### src/rtl/binary_add_4_1.sv
// -----------------------------------------------------------------------------
// binary_add_4_1
// Registered unsigned adder: S = A + B (mod 2^WIDTH), one cycle of latency.
// The sum is formed by a ripple chain of 1-bit full adders and captured in an
// output register whenever en is high; with en low the register holds.
//
// Ports
//   clk    in   1      clock, all state changes on the rising edge
//   rst_n  in   1      asynchronous reset, active HIGH despite the name
//   en     in   1      capture enable (1 = load new sum, 0 = hold)
//   A      in   WIDTH  unsigned addend
//   B      in   WIDTH  unsigned addend
//   S      out  WIDTH  registered sum, low WIDTH bits of A+B (wraps silently)
//   cout   out  1      registered carry-out (only with BINARY_ADD_COUT_EN)
//
// Configuration macro
//   BINARY_ADD_COUT_EN  when defined, exports the final carry as cout,
//                       registered with the same enable/reset as S.
// -----------------------------------------------------------------------------
module binary_add_4_1 #(
  parameter int WIDTH = 4
) (
  input  logic             clk,
  input  logic             rst_n,
  input  logic             en,
  input  logic [WIDTH-1:0] A,
  input  logic [WIDTH-1:0] B,
  output logic [WIDTH-1:0] S
`ifdef BINARY_ADD_COUT_EN
  ,
  output logic             cout
`endif
);

  // carry[i] is the carry into bit i; carry[0] is tied low (plain add).
  logic [WIDTH-1:0] carry;
  logic [WIDTH-1:0] sum_next;
  logic [WIDTH-1:0] sum_reg;

  assign carry[0] = 1'b0;

`ifdef BINARY_ADD_COUT_EN
  logic cout_next;
  logic cout_reg;
`endif

  // Ripple chain. The carry out of the top bit is only built when it is
  // exported, so the default build carries no dangling logic.
  generate
    for (genvar gi = 0; gi < WIDTH; gi++) begin : g_fa
      assign sum_next[gi] = A[gi] ^ B[gi] ^ carry[gi];
      if (gi < WIDTH - 1) begin : g_mid
        assign carry[gi+1] = (A[gi] & B[gi]) | (A[gi] & carry[gi]) | (B[gi] & carry[gi]);
      end else begin : g_top
`ifdef BINARY_ADD_COUT_EN
        assign cout_next = (A[gi] & B[gi]) | (A[gi] & carry[gi]) | (B[gi] & carry[gi]);
`endif
      end
    end
  endgenerate

  // Output register. Reset is asynchronous so S clears without a clock edge;
  // with en low the previous value is kept, which also keeps X on A/B out.
  always_ff @(posedge clk or posedge rst_n) begin
    if (rst_n) begin
      sum_reg <= '0;
    end else if (en) begin
      sum_reg <= sum_next;
    end
  end

  assign S = sum_reg;

`ifdef BINARY_ADD_COUT_EN
  always_ff @(posedge clk or posedge rst_n) begin
    if (rst_n) begin
      cout_reg <= 1'b0;
    end else if (en) begin
      cout_reg <= cout_next;
    end
  end

  assign cout = cout_reg;
`endif

endmodule

### config.mk
export PLATFORM = sky130hd
export DESIGN_NAME = binary_add_4_1
export DESIGN_NICKNAME = d
export VERILOG_FILES = /design/src/rtl/binary_add_4_1.sv
export SDC_FILE = /design/constraint.sdc
export NUM_CORES = 1
export LEC_CHECK = 0
export BUFFER_PORTS_ARGS = -buffer_cell sky130_fd_sc_hd__buf_2
export CORE_AREA = 10 10 47 49
export CTS_CLUSTER_DIAMETER = 200
export DETAILED_ROUTE_END_ITERATION = 7
export DIE_AREA = 0 0 57 59
export PLACE_DENSITY = 0.38
export SKIP_LAST_GASP = 1
export SLEW_MARGIN = 20
export SYNTH_ARGS = -nofsm -noshare
export SYNTH_HDL_FRONTEND = slang
export SYNTH_SLANG_ARGS = --single-unit
### constraint.sdc
create_clock -name clk -period 1.1 [get_ports clk]
set_input_delay 0.055 -clock clk [delete_from_list [all_inputs] [get_ports clk]]
set_output_delay 0.055 -clock clk [all_outputs]
set_load 0.01 [all_outputs]
==> impl_results.md <==
* H-Tree Depth at 1
* GP Congestion at 0.698
* Internal power component at 0.000396 W
* Hold WS at 0.166 ns
* Input/output buffers at 14
* # IOs at 15
* Clock skew at 0 ns
* Sw frac at 0.254
* Setup violations, final at 2
* Count of final hold-check violations at 0
* Total grt overflow at 0
* CP top delay family: adder cells
* Initial Utilization at 0.163
* CP startpoint: A[0]
* Met1 Usage GRT at 0.0445
* Area share of the largest cell type after synthesis at 0.437
* M3 GR Usage at 0.0536
* Area of the multi-input gates at 146 µm²
* Yosys top cell by area: dfrtp_1
* Violated checks: setup timing
* Clk buf depth at 2
* Largest cells by area after synthesis: dfrtp_1 (44%), fa_1 (17%), mux2_2 (15%)
* RSZ-0062 raised after global routing: true
* Worst Path Buf+Inv at 1
* Logic pwr share at 0.298
* Synthesis-to-finish area growth at 68.3%
* Total Nets Final at 47
* F_max at 767 MHz
* Crit Path Category: input port to flop
* CP Launch Type: input port
* Distinct cells, synth at 7
* Initial antenna violation count at 0
* Die Height at 59 µm
* Clock sinks at 4
* Total negative slack at -0.312 ns
* First-pass GRT wire length at 1020 µm
* Busiest grt layer: met2
* Fillers at 160
* Synthesized cell area at 229 µm²
* Final Cycle Share at 1.18
* Vias in the first global route at 196
* Worst-path fanout max at 1
* R2r startpoint: S[3]
* Worst VDD drop at 0.714 mV
* Slowest CP cell: fa_2
* Post-CTS Setup Repair Bufs at 0
* DRC at 0
* ANT nets after route at 0
* Static leakage at 0.190 nW
* Max reg flops at 4
* Seq pwr share at 0.363
* Max-cap check violation count at 0
* Commonest non-fill, non-tap cells in the layout: buf_2 (12), dfrtp_1 (4), clkbuf_4 (3)
* Routed length per instance at 13.4 µm
* Avg Cell Area, Syn at 17.6 µm²
* Slowest stage delay, CP at 0.34 ns
* Hold path start: B[0]
* Commonest non-fill, non-tap cell in the layout: buf_2
* Req. time, crit path at 1.21 ns
* Routed vias at 180
* Vias per cell at 3.83
* Fin worst setup slack at -0.203 ns
* CTS tree: yes
* Hold Crit Class: input port to flop
* Die area at 3360 µm²
* Arrival time worst endpoint at 1.41 ns
* Root Buffer Master: clkbuf_4
* Reg area at 100 µm²
* Clk slew on worst S/H paths at 0.04 ns
* Fin. max-slew vios at 0
* Drt first-iter violations at 0
* Routed wire length at 628 µm
* Clk pwr share at 0.339
* Pwr/cell area at 1380 nW/µm²
* Post-Syn Nets at 27
* Crit. End Element: flop
* GRT met2 Usage at 0.0605
* Share of cells above drive strength 1 at 0.774
* Final worst path period need at 1.30 ns
* Most common cell on crit path: fa_2
* GR Util All Layers at 0.0451
* Largest net degree at the start of global routing at 5
* Std-Cell Rows at 14
* Ant diodes at 0
* Status: finished, violations left
* Switching Power at 0.000135 W
* Ys Warns at 0
* Worst skew pair latency at 0.24 ns
* Syn Inst Count at 13
* Worst Tran Pin Value at 0.147 ns
* Core box area at 1400 µm²
* TritonRoute pass-1 iters at 1
* Max_slew headroom at 0.902
* Die width at 57 µm
* Synth Register Bits at 4
* Crit-path cells: buf_6, ha_4, fa_2, fa_2, xor3_1, mux2_4
* CTS Buf Count at 3
* Seq/Total Area, Yosys at 0.437
-- final timing paths --
check / end / depth (start not counted) / slack (ns)
min reg2reg: S[0] / 1 / 0.50
max reg2reg: S[3] / 1 / 0.35
max: S[3] / 6 / -0.20
min in group asynchronous: S[0] / 3 / 0.23
max in group asynchronous: S[3] / 3 / 0.71
min: S[0] / 3 / 0.17
-- cell families (layout without fill, tap and decap cells) --
kind of cell	after synthesis	after routing	share of synthesized area
fa+ha+maj	3	3	0.230
xor+xnor	1	1	0.104
mux	4	4	0.213
flops	4	4	0.437
buf+inv	1	19	0.0164
-- area by class of cell --
cell class | count | share of cell area
multi-input cells | 8 | 0.380
flip-flops and latches | 4 | 0.260
repair buffers | 15 | 0.240
clock buffers | 3 | 0.0584
well taps | 16 | 0.0519
inverters | 1 | 0.00974
-- tightest hold or removal path: cells and delay by family --
family / cells / cell delay, ns
buf+inv: 1 / 0.08
mux: 1 / 0.13
fa+ha+maj: 1 / 0.11
-- stage by stage --
step | utilization | instances | instance area (µm²) | worst slack, ns | total power, W
floorplan | - | 13 | 246 | -0.351 | 0.000271
global placement | 0.240 | 43 | 337 | -0.503 | 0.000340
detailed placement | 0.240 | 43 | 337 | -0.537 | 0.000344
CTS | 0.275 | 47 | 385 | -0.205 | 0.000548
global route | 0.275 | 47 | 385 | -0.227 | 0.000582
finish | 0.275 | 47 | 385 | -0.203 | 0.000531
-- synth_stat cells --
cell and count:
dfrtp_1 4, fa_1 2, ha_1 1, inv_1 1, mux2_2 3, mux2_4 1, xor3_1 1
-- metal layers --
layer | vias up | share of wire
met1 | 84 | 0.43
met4 | 0 | 0
li1 | 82 | -
met2 | 14 | 0.44
met5 | - | 0
met3 | 0 | 0.13
-- power by group through the flow --
stage,logic (W),clock network (W),registers [W]
2_1_floorplan,0.0000622,0,0.000209
3_3_place_gp,0.000147,0,0.000193
3_5_place_dp,0.000150,0,0.000193
4_1_cts,0.000163,0.000192,0.000193
5_1_grt,0.000176,0.000209,0.000197
6_report,0.000158,0.000180,0.000192
-- what timing repair did --
item / CTS / global route
pin swaps: 2 / 0
endpoints found under the setup margin: 2 / 2
hold buffers: 1 / 0
gates resized for setup: 3 / 0
hold endpoints to repair: 4 / 0
No activity file was read; power rests on OpenSTA's default activity.
